File: src/rtl/fir_tdm_mac_sequencer_if.sv
// Stream, coefficient-port and status bundle for the time-multiplexed FIR MAC sequencer.
// The master side drives samples and coefficient writes; the slave side is the sequencer.
interface fir_tdm_mac_sequencer_if #(
  parameter int N       = 24,
  parameter int N_COEFF = 16,
  parameter int N_TAPS  = 9
);
  localparam int AW = $clog2(N_TAPS);

  logic               in_valid;
  logic [N-1:0]       in_data;
  logic               in_ready;
  logic               out_valid;
  logic [N-1:0]       out_data;
  logic               out_ready;
  logic               coef_we;
  logic [AW-1:0]      coef_addr;
  logic [N_COEFF-1:0] coef_wdata;
  logic               coef_err;
  logic               busy;

  modport master (
    output in_valid, in_data, out_ready, coef_we, coef_addr, coef_wdata,
    input  in_ready, out_valid, out_data, coef_err, busy
  );

  modport slave (
    input  in_valid, in_data, out_ready, coef_we, coef_addr, coef_wdata,
    output in_ready, out_valid, out_data, coef_err, busy
  );
endinterface

File: src/rtl/fir_tdm_mac_sequencer.sv
// Time-multiplexed 9-tap FIR: one shared signed MAC walks the circular sample buffer
// over N_TAPS cycles per sample, bit-exact with the direct-form sum and output slice.
module fir_tdm_mac_sequencer #(
  parameter int N       = 24,
  parameter int N_COEFF = 16,
  parameter int N_TAPS  = 9
) (
  input  logic                      clk,
  input  logic                      reset_n,
  fir_tdm_mac_sequencer_if.slave    bus
);
  localparam int AW = $clog2(N_TAPS);

  typedef enum logic [1:0] {
    S_IDLE = 2'd0,
    S_MAC  = 2'd1,
    S_OUT  = 2'd2
  } state_t;

  state_t                    r_state;
  state_t                    w_next_state;

  logic signed [N-1:0]       r_buf  [N_TAPS];
  logic signed [N_COEFF-1:0] r_coef [N_TAPS];
  logic [AW-1:0]             r_wr_ptr;
  logic [AW-1:0]             r_k;
  logic signed [2*N-1:0]     r_acc;
  logic [N-1:0]              r_out_data;
  logic                      r_out_valid;
  logic                      r_coef_err;
  logic                      r_in_ready;
  logic                      r_busy;

  logic                      w_accept;
  logic                      w_last;
  logic [AW-1:0]             w_next_ptr;
  logic [AW:0]               w_rd_sum;
  logic [AW-1:0]             w_rd_idx;
  logic signed [2*N-1:0]     w_coef_ext;
  logic signed [2*N-1:0]     w_samp_ext;
  logic signed [2*N-1:0]     w_prod;
  logic signed [2*N-1:0]     w_acc_next;
  logic                      w_addr_ok;
  logic                      w_coef_wr_ok;

  // Power-on coefficient bank: symmetric low-pass taps, zero beyond the ninth tap.
  function automatic logic [N_COEFF-1:0] default_coef(input int idx);
    logic [15:0] v;
    case (idx)
      32'sd0, 32'sd8: v = 16'h17CC;
      32'sd1, 32'sd7: v = 16'h0510;
      32'sd2, 32'sd6: v = 16'h055F;
      32'sd3, 32'sd5: v = 16'h0594;
      32'sd4:         v = 16'h05A9;
      default:        v = 16'h0000;
    endcase
    return N_COEFF'(v);
  endfunction

  // Handshake qualifiers, circular pointer arithmetic and the shared MAC datapath.
  always_comb begin
    w_accept     = bus.in_valid && (r_state == S_IDLE);
    w_last       = (r_k == AW'(N_TAPS - 1));
    w_next_ptr   = (r_wr_ptr == AW'(N_TAPS - 1)) ? {AW{1'b0}} : (r_wr_ptr + AW'(1));
    if (r_wr_ptr >= r_k) begin
      w_rd_sum = {1'b0, r_wr_ptr} - {1'b0, r_k};
    end else begin
      w_rd_sum = {1'b0, r_wr_ptr} + (AW+1)'(N_TAPS) - {1'b0, r_k};
    end
    w_rd_idx     = w_rd_sum[AW-1:0];
    w_coef_ext   = (2*N)'(r_coef[r_k]);
    w_samp_ext   = (2*N)'(r_buf[w_rd_idx]);
    w_prod       = w_coef_ext * w_samp_ext;
    w_acc_next   = r_acc + w_prod;
    w_addr_ok    = ({1'b0, bus.coef_addr} < (AW+1)'(N_TAPS));
    w_coef_wr_ok = bus.coef_we && w_addr_ok && (r_state == S_IDLE);
  end

  // Next-state decode for the IDLE -> MAC -> OUT sample cycle.
  always_comb begin
    w_next_state = r_state;
    case (r_state)
      S_IDLE: begin
        if (w_accept) w_next_state = S_MAC;
        else          w_next_state = S_IDLE;
      end
      S_MAC: begin
        if (w_last) w_next_state = S_OUT;
        else        w_next_state = S_MAC;
      end
      S_OUT: begin
        if (bus.out_ready) w_next_state = S_IDLE;
        else               w_next_state = S_OUT;
      end
      default: w_next_state = S_IDLE;
    endcase
  end

  // State register plus ready/busy flags registered from the next state.
  always_ff @(posedge clk or negedge reset_n) begin
    if (!reset_n) begin
      r_state    <= S_IDLE;
      r_in_ready <= 1'b1;
      r_busy     <= 1'b0;
    end else begin
      r_state    <= w_next_state;
      r_in_ready <= (w_next_state == S_IDLE);
      r_busy     <= (w_next_state != S_IDLE);
    end
  end

  // Accumulator, tap counter, write pointer and the held output result.
  always_ff @(posedge clk or negedge reset_n) begin
    if (!reset_n) begin
      r_wr_ptr    <= {AW{1'b0}};
      r_k         <= {AW{1'b0}};
      r_acc       <= {(2*N){1'b0}};
      r_out_data  <= {N{1'b0}};
      r_out_valid <= 1'b0;
    end else begin
      case (r_state)
        S_IDLE: begin
          if (w_accept) begin
            r_wr_ptr <= w_next_ptr;
            r_acc    <= {(2*N){1'b0}};
            r_k      <= {AW{1'b0}};
          end
        end
        S_MAC: begin
          r_acc <= w_acc_next;
          if (w_last) begin
            // Bit 2N-1 is the wrap bit; the N-bit result is the floor of acc / 2^(N-1).
            r_out_data  <= w_acc_next[2*N-2:N-1];
            r_out_valid <= 1'b1;
            r_k         <= {AW{1'b0}};
          end else begin
            r_k <= r_k + AW'(1);
          end
        end
        S_OUT: begin
          if (bus.out_ready) r_out_valid <= 1'b0;
        end
        default: begin
          r_out_valid <= 1'b0;
          r_k         <= {AW{1'b0}};
        end
      endcase
    end
  end

  // Sample buffer and coefficient bank; a same-cycle write lands before the first MAC read.
  always_ff @(posedge clk or negedge reset_n) begin
    if (!reset_n) begin
      for (int i = 32'sd0; i < N_TAPS; i++) begin
        r_buf[i]  <= {N{1'b0}};
        r_coef[i] <= default_coef(i);
      end
    end else begin
      if (w_accept)     r_buf[w_next_ptr]      <= $signed(bus.in_data);
      if (w_coef_wr_ok) r_coef[bus.coef_addr] <= $signed(bus.coef_wdata);
    end
  end

  // Rejected coefficient writes (busy or out-of-range index) flag an error the next cycle.
  always_ff @(posedge clk or negedge reset_n) begin
    if (!reset_n) r_coef_err <= 1'b0;
    else          r_coef_err <= bus.coef_we && !w_coef_wr_ok;
  end

  assign bus.in_ready  = r_in_ready;
  assign bus.out_valid = r_out_valid;
  assign bus.out_data  = r_out_data;
  assign bus.coef_err  = r_coef_err;
  assign bus.busy      = r_busy;
endmodule

File: src/flat_wrapper.sv
// flat-port wrapper written by rule: the top's interface ports become plain ports
module fir_tdm_mac_sequencer_flat 
#(
  parameter int N       = 24,
  parameter int N_COEFF = 16,
  parameter int N_TAPS  = 9
)
  (clk, reset_n, bus_in_valid, bus_in_data, bus_out_ready, bus_coef_we, bus_coef_addr, bus_coef_wdata, bus_in_ready, bus_out_valid, bus_out_data, bus_coef_err, bus_busy);
  fir_tdm_mac_sequencer_if #(.N(N), .N_COEFF(N_COEFF), .N_TAPS(N_TAPS)) bus_i ();
  input  logic clk;
  input  logic reset_n;
  input wire logic [$bits(bus_i.in_valid)-1:0] bus_in_valid;
  input wire logic [$bits(bus_i.in_data)-1:0] bus_in_data;
  input wire logic [$bits(bus_i.out_ready)-1:0] bus_out_ready;
  input wire logic [$bits(bus_i.coef_we)-1:0] bus_coef_we;
  input wire logic [$bits(bus_i.coef_addr)-1:0] bus_coef_addr;
  input wire logic [$bits(bus_i.coef_wdata)-1:0] bus_coef_wdata;
  output wire logic [$bits(bus_i.in_ready)-1:0] bus_in_ready;
  output wire logic [$bits(bus_i.out_valid)-1:0] bus_out_valid;
  output wire logic [$bits(bus_i.out_data)-1:0] bus_out_data;
  output wire logic [$bits(bus_i.coef_err)-1:0] bus_coef_err;
  output wire logic [$bits(bus_i.busy)-1:0] bus_busy;
  assign bus_i.in_valid = bus_in_valid;
  assign bus_i.in_data = bus_in_data;
  assign bus_i.out_ready = bus_out_ready;
  assign bus_i.coef_we = bus_coef_we;
  assign bus_i.coef_addr = bus_coef_addr;
  assign bus_i.coef_wdata = bus_coef_wdata;
  assign bus_in_ready = bus_i.in_ready;
  assign bus_out_valid = bus_i.out_valid;
  assign bus_out_data = bus_i.out_data;
  assign bus_coef_err = bus_i.coef_err;
  assign bus_busy = bus_i.busy;
  fir_tdm_mac_sequencer #(.N(N), .N_COEFF(N_COEFF), .N_TAPS(N_TAPS)) u_core (.clk(clk), .reset_n(reset_n), .bus(bus_i));
endmodule
File: config.mk
export PLATFORM = sky130hd
export DESIGN_NAME = fir_tdm_mac_sequencer_flat
export DESIGN_NICKNAME = d
export VERILOG_FILES = /design/src/rtl/fir_tdm_mac_sequencer_if.sv /design/src/rtl/fir_tdm_mac_sequencer.sv /design/src/flat_wrapper.sv
export SDC_FILE = /design/constraint.sdc
export NUM_CORES = 2
export LEC_CHECK = 0
export BUFFER_PORTS_ARGS = -buffer_cell sky130_fd_sc_hd__buf_2
export CORE_ASPECT_RATIO = 0.6
export CORE_MARGIN = 10
export CORE_UTILIZATION = 45
export DETAILED_ROUTE_END_ITERATION = 12
export PLACE_DENSITY_LB_ADDON = 0.12
export SYNTH_ARGS = -nofsm -noshare
export SYNTH_HDL_FRONTEND = slang
export SYNTH_SLANG_ARGS = --single-unit
File: constraint.sdc
create_clock -name clk -period 28.2 [get_ports clk]
set_clock_uncertainty 0.15 [all_clocks]
set_input_delay 2.82 -clock clk [delete_from_list [all_inputs] [get_ports clk]]
set_output_delay 2.82 -clock clk [all_outputs]
set_load 0.03 [all_outputs]
==> After elaboration in Yosys (flattened, before gate mapping) <==
Cells that the tools add are included.
{ "totals": {"reg_bits": 446, "inputBits": 49} }
{ "op_classes": {"addsub": 6, "mul": 1, "order_cmp": 8, "n_eq_ne": 7, "n_mux": 26, "n_bitwise": 6, "reduce_logical": 16} }
{ "ops": {"columns": ["operator", "n"], "rows": [
  ["bitwise mux 216 bit", 1],
  ["bitwise mux 144 bit", 1],
  ["binary-select mux 24 bit (select 4 bit)", 1],
  ["demux 24 bit (select 4 bit)", 1],
  ["one-hot mux 48 bit (2 select lines)", 1],
  ["two-way mux 24 bit", 3],
  ["binary-select mux 16 bit (select 4 bit)", 1],
  ["demux 16 bit (select 4 bit)", 1],
  ["adder 48 bit", 1],
  ["two-way mux 16 bit", 3],
  ["two-way mux 48 bit", 1],
  ["multiplier 16 x 24 -> 40 bit", 1],
  [">= comparator 5 bit, second input constant", 4],
  ["NOT 4 -> 5 bit", 4],
  ["two-way mux 4 bit", 4],
  ["one-hot mux 4 bit (3 select lines)", 1],
  ["< comparator 5 x 1 -> 1 bit, second input constant", 2],
  ["adder 4 x 1 -> 4 bit, second input constant", 2],
  ["equality test 4 bit, second input constant", 2],
  ["AND reduction 2 bit", 4],
  ["subtractor 4 bit", 2],
  ["logical AND 1 bit", 6],
  ["one-hot mux 2 bit (3 select lines)", 1],
  ["adder 4 bit, second input constant", 1],
  ["14 further kinds", 21]
]} }

==> Logic depth before layout (Yosys ltp) <==
{ "depth": {"ltp_word": 10, "depth_mapped": 52, "mapped_depth_nobuf": 47} }

==> Worst setup path after synthesis <==
OpenSTA, ideal clock, no wires.
{ "synth_path": {"kind": "register to register", "startpoint": "reg u_core.r_k[1]", "endpoint": "reg u_core.r_out_data[23] (netlist: u_core.bus.out_data[23])", "arrival_time_ns": 11.104, "t_required_ns": 27.970, "path_slack_ns": 16.866, "stages_incl_launch_ff": 50, "n_path_buf": 5, "period_less_slack_ns": 11.334, "path_cell_list": "dfrtp_1 -> clkbuf_1 -> clkbuf_1 -> inv_1 -> ha_1 -> inv_1 -> ha_1 -> inv_1 -> fa_1 -> xor2_1 -> o21ai_1 -> and3_1 -> clkbuf_1 -> clkbuf_1 -> nand2_1 -> o21ai_1 -> buf_2 -> nand2_1 -> [14 not listed] -> nor4_1 -> nor3_1 -> a221o_1 -> a31oi_4 -> o21ai_1 -> a31oi_2 -> xor2_1 -> ha_1 -> nand2_1 -> nor2_1 -> a211o_1 -> a21o_1 -> a21o_1 -> o41a_1 -> a31oi_1 -> xnor2_1 -> xnor3_1 -> o21ai_1"} }
{ "synth_between": {"elab_chain_len": 8} }
{ "synth_rtl": {"columns": ["element", "line_no", "rtl"], "rows": [
  ["from (decl)", "fir_tdm_mac_sequencer.sv:26", "logic [AW-1:0] r_k;"],
  ["from (signal assigned)", "fir_tdm_mac_sequencer.sv:116", "r_k <= {AW{1'b0}};"],
  ["from (signal assigned)", "fir_tdm_mac_sequencer.sv:126", "r_k <= {AW{1'b0}};"],
  ["from (signal assigned)", "fir_tdm_mac_sequencer.sv:135", "r_k <= {AW{1'b0}};"],
  ["subtractor 4 bit (tied with other cells)", "fir_tdm_mac_sequencer.sv:68", "w_rd_sum = {1'b0, r_wr_ptr} + (AW+1)'(N_TAPS) - {1'b0, r_k};"],
  ["two-way mux 4 bit", "fir_tdm_mac_sequencer.sv:65", "if (r_wr_ptr >= r_k) begin"],
  ["NOT 4 -> 5 bit (not written as such)", "fir_tdm_mac_sequencer.sv:72", "w_samp_ext = (2*N)'(r_buf[w_rd_idx]);"],
  ["binary-select mux 24 bit (select 4 bit)", "fir_tdm_mac_sequencer.sv:72", null],
  ["two-way mux 24 bit (not written as such) (2 in a row)", "fir_tdm_mac_sequencer.sv:72", null],
  ["multiplier 16 x 24 -> 40 bit", "fir_tdm_mac_sequencer.sv:73", "w_prod = w_coef_ext * w_samp_ext;"],
  ["adder 48 bit", "fir_tdm_mac_sequencer.sv:74", "w_acc_next = r_acc + w_prod;"],
  ["to (signal assigned)", "fir_tdm_mac_sequencer.sv:118", "r_out_data <= {N{1'b0}};"],
  ["to (signal assigned)", "fir_tdm_mac_sequencer.sv:133", "r_out_data <= w_acc_next[2*N-2:N-1];"],
  ["to (decl)", "fir_tdm_mac_sequencer.sv:28", "logic [N-1:0] r_out_data;"]
]} }
Several ways; a longest one is shown, not always the timed one. The select of a mux whose other input is x is not followed.
A chain may end at the register's enable or synchronous reset.

==> Worst setup path in the final report <==
{ "layout_path": {"startpoint": "reg u_core.r_k[1]", "endpoint": "reg u_core.r_acc[46]"} }
{ "layout_between": {"elab_chain_len": 9} }
{ "layout_rtl": {"columns": ["element", "line_no", "rtl"], "rows": [
  ["subtractor 4 bit (tied with other cells)", "fir_tdm_mac_sequencer.sv:68", null],
  ["two-way mux 4 bit", "fir_tdm_mac_sequencer.sv:65", null],
  ["NOT 4 -> 5 bit (not written as such)", "fir_tdm_mac_sequencer.sv:72", null],
  ["binary-select mux 24 bit (select 4 bit)", "fir_tdm_mac_sequencer.sv:72", null],
  ["two-way mux 24 bit (not written as such) (2 in a row)", "fir_tdm_mac_sequencer.sv:72", null],
  ["multiplier 16 x 24 -> 40 bit (*)", "fir_tdm_mac_sequencer.sv:73", null],
  ["adder 48 bit (*)", "fir_tdm_mac_sequencer.sv:74", null],
  ["one-hot mux 48 bit (2 select lines) (*)", "fir_tdm_mac_sequencer.sv:121", "case (r_state)"],
  ["to (signal assigned)", "fir_tdm_mac_sequencer.sv:117", "r_acc <= {(2*N){1'b0}};"],
  ["to (signal assigned)", "fir_tdm_mac_sequencer.sv:125", "r_acc <= {(2*N){1'b0}};"],
  ["to (signal assigned)", "fir_tdm_mac_sequencer.sv:130", "r_acc <= w_acc_next;"],
  ["to (decl)", "fir_tdm_mac_sequencer.sv:27", "logic signed [2*N-1:0] r_acc;"]
]} }
Mark *: on every way between the ends. The rest lies on a longest branch, timed or not. The select of a mux whose other input is x is not followed.

==> run_results.csv <==
group,metric,value,unit
global_routing,globalRouteOverflowTotal,0,
detailed_routing,via_per_inst,5.49,
setup_path,crit-reg2reg-launch,"u_core.r_k[1]",
synth,ys.flop_type,"sky130_fd_sc_hd__dfrtp_1",
timing,maxClockFrequency,0.0726,GHz
detailed_routing,final_antenna_net_count,0,
final_layout,finalNetCount,3889,
synth,syn_nets,3863,
timing,finalSetupTns,0,ps
cts,cts_root_buf,"sky130_fd_sc_hd__clkbuf_16",
floorplanning,initial_utilization,0.455,
placed_design,pre_cts_slack,14500,ps
setup_path,worst-path-max-fanout,49,
setup_path,worstSetupStartpointType,"register",
final_layout,layout_fillers,7190,
floorplanning,top_ports,77,
global_routing,grt.total_usage,0.202,
synth,synth_top_cells_by_area,"sky130_fd_sc_hd__dfrtp_1, sky130_fd_sc_hd__fa_1, sky130_fd_sc_hd__mux2_2",
synth,number_of_library_cell_types_mapped_by_synthesis,82,
final_layout,most_frequent_cells_in_the_layout,"sky130_fd_sc_hd__inv_1, sky130_fd_sc_hd__nand2_1, sky130_fd_sc_hd__dfrtp_1",
cts,cts.reportedPaths.clkPinSlew,70,ps
global_routing,grt_antenna_before_repair,7,
detailed_routing,drc,0,
placed_design,place.gp.congestion,0.834,
floorplanning,design.core.area,79600,um^2
cts,numCtsBuffers,46,
final_layout,area_delta_synth_final,9.00,%
cts,post-cts-setup-buffers,0,
hold_path,hold_path_depth,2,
cts,htree_levels,2,
final_layout,share_of_final_layout_standard_cells_stronger_than_drive_strength_1,0.231,
hold_path,whs_endpoint,"u_core.bus.out_data[22]",
detailed_routing,wl_met3,5990,um
synth,yosys.area.top_type,"sky130_fd_sc_hd__dfrtp_1",
synth,yosys_register_bits,445,
final_layout,seq_area,11200,um^2
timing,max-slew-margin-rel,0.0569,
synth,synth.cell_area,36200,um^2
floorplanning,num_rows,80,
floorplanning,height_of_the_die,240,um
timing,worst_slew_pin_tran,1410,ps
global_routing,grt_pass1_vias,26200,
run_status,outcome,"finished clean",
hold_path,hold_path_startpoint,"u_core.bus.out_data[22]",
placed_design,placedCellCount,4321,
synth,ys_async_sr_fraction,1.00,
synth,synth_edf_count,0,
placed_design,hpwl,65200,um
setup_path,reg2reg_slack,14420,ps
synth,yosysWarningCount,0,
placed_design,placed_area,37800,um^2
synth,synth_seq_area_share,0.310,
detailed_routing,detailroute.via_count,24200,
global_routing,wire_length_of_the_first_global_routing_pass,149000,um
cts,worstSkewPairLatency,610,ps
timing,period_needed,13780,ps
cts,tritoncts,"done",
setup_path,criticalPathCategory,"register to register",
setup_path,worst_setup_path_end_kind,"register",
timing,grt_setup_unrepaired,"false",
cts,max-clock-path-buffers,3,
setup_path,critPathSlowestCell,"sky130_fd_sc_hd__and3_1",
timing,finalWorstSetupSlack,14420,ps
setup_path,worst-endpoint-required,28570,ps
synth,synth_area_per_cell,11.0,um^2
detailed_routing,wl,91100,um
placed_design,port_buffers,76,
cts,post_cts_resize_count,0,
timing,timing_max_transition_violations_final,0,
detailed_routing,top_layer_used,"met5",
detailed_routing,wirelength_met1,43200,um
setup_path,crit_path_max_incr_delay,1150,ps
floorplanning,die_x,386,um
timing,final-hold-violation-count,0,
final_layout,mostFrequentLayoutCell,"sky130_fd_sc_hd__inv_1",
synth,count_of_mapped_cells_out_of_synthesis,3277,
final_layout,post-route-cell-area,39500,um^2
floorplanning,die_outline_area,92500,um^2
timing,min_period_over_period,0.489,
final_layout,area_of_the_multi_input_gates,22700,um^2
global_routing,pin_count_of_the_biggest_net_entering_global_routing,185,
cts,numClockSinks,445,
job,maxCapViolations,0,
detailed_routing,dr.first_iter.drc_count,1695,
final_layout,layoutNonFillerInstCount,4408,
setup_path,timing.critical_path.arrival,14150,ps
detailed_routing,drt-wirelength-per-cell,20.7,um
hold_path,min_path_type,"register to register",
setup_path,ff2ff_path_depth,42,
synth,netlist.area_leader.share,0.270,
detailed_routing,route.met2.wl,40100,um
detailed_routing,drt_pass1_iterations,5,
setup_path,crit-reg2reg-capture,"u_core.r_acc[46]",
cts,hold_bufs_inserted_after_cts,0,
timing,timing.final.setup_violations,0,
Yosys cell counts, types with 7 or more instances:
library cell and n:
sky130_fd_sc_hd__nand4_1 18, sky130_fd_sc_hd__clkbuf_1 98, sky130_fd_sc_hd__a21o_1 39, sky130_fd_sc_hd__o21a_1 8, sky130_fd_sc_hd__and3_1 9, sky130_fd_sc_hd__buf_4 9
sky130_fd_sc_hd__o211ai_1 7, sky130_fd_sc_hd__a31oi_1 13, sky130_fd_sc_hd__mux2i_1 43, sky130_fd_sc_hd__nand2b_1 9, sky130_fd_sc_hd__xnor2_1 65, sky130_fd_sc_hd__ha_1 159
sky130_fd_sc_hd__nand2_1 391, sky130_fd_sc_hd__nor2_1 74, sky130_fd_sc_hd__a22o_1 25, sky130_fd_sc_hd__dfstp_2 55, sky130_fd_sc_hd__o21bai_1 10, sky130_fd_sc_hd__xor2_1 28
sky130_fd_sc_hd__buf_2 38, sky130_fd_sc_hd__nor3_1 12, sky130_fd_sc_hd__o21ai_0 71, sky130_fd_sc_hd__fa_1 378, sky130_fd_sc_hd__a21oi_1 85, sky130_fd_sc_hd__nand3_1 21
sky130_fd_sc_hd__mux2_2 366, sky130_fd_sc_hd__o21ai_1 49, sky130_fd_sc_hd__inv_1 455, sky130_fd_sc_hd__dfrtp_1 390, sky130_fd_sc_hd__and2_1 158, sky130_fd_sc_hd__mux4_2 80
state kept, by name (all words and copies together), names as in the netlist:
| register | cells |
|---|---|
| u_core.bus.out_valid | 1 |
| u_core.r_acc | 47 |
| u_core.r_k | 4 |
| u_core.r_wr_ptr | 4 |
| u_core.r_buf | 216 |
| u_core.bus.busy | 1 |
| u_core.bus.in_ready | 1 |
| u_core.bus.coef_err | 1 |
| u_core.bus.out_data | 24 |
| u_core.r_coef | 144 |
| u_core.r_state | 2 |
critical path, delay by kind of cell (launching register included):
kind | cells | cell delay [ps]
compound gates | 16 | 4170
xor+xnor | 3 | 1000
buf+inv | 8 | 1660
simple gates | 5 | 1710
fa+ha+maj | 9 | 4270
mux | 1 | 310
flops | 1 | 320
per-stage QoR:
| stage | util | hold slack, ps |
|---|---|---|
| after floorplan | - | 306 |
| after global placement | 0.475 | 302 |
| after detailed placement | 0.475 | 303 |
| after CTS | 0.496 | 316 |
| after global routing | 0.496 | 330 |
| final | 0.496 | 311 |
cell type report:
cell class,count,share of cell area
Multi-Input combinational cell,2216,0.575
Sequential cell,445,0.284
Inverter,461,0.0439
Tap cell,1066,0.0338
Clock buffer,57,0.0329
Timing Repair Buffer,133,0.0214
Clock inverter,27,0.00837
Antenna cell,3,0.000190
routing by layer:
metal	track usage	up-vias
li1	-	10800
met1	0.293	12600
met2	0.304	613
met3	0.0468	125
met4	0.0466	8
met5	0	-
worst max path at each step:
stage / slack, ps / endpoint / start / cells after the start
finish: 14420 / u_core.r_acc[46] / u_core.r_k[1] / 42
detailed placement: 14500 / u_core.r_acc[46] / u_core.r_k[1] / 42
global route: 13530 / u_core.r_acc[46] / u_core.r_k[1] / 42
global placement: 14760 / u_core.bus.out_data[17] / u_core.r_k[1] / 43
floorplan: 16870 / u_core.bus.out_data[23] / u_core.r_k[1] / 49
CTS: 14460 / u_core.r_acc[46] / u_core.r_k[1] / 42
kinds of logic (layout without fill, tap and decap cells):
family          after synthesis  after routing  synth area share
fa+ha+maj                   537            537             0.264
buf+inv                     616            678            0.0673
simple gates                730            730            0.0941
flops                       445            445             0.310
xor+xnor                     94             94            0.0231
other cells                   0              3                 0
mux                         489            489             0.176
compound gates              366            366            0.0663
Power is not shown: default switching activity piles up to over one toggle a cycle in this logic, so the estimate is an artifact.
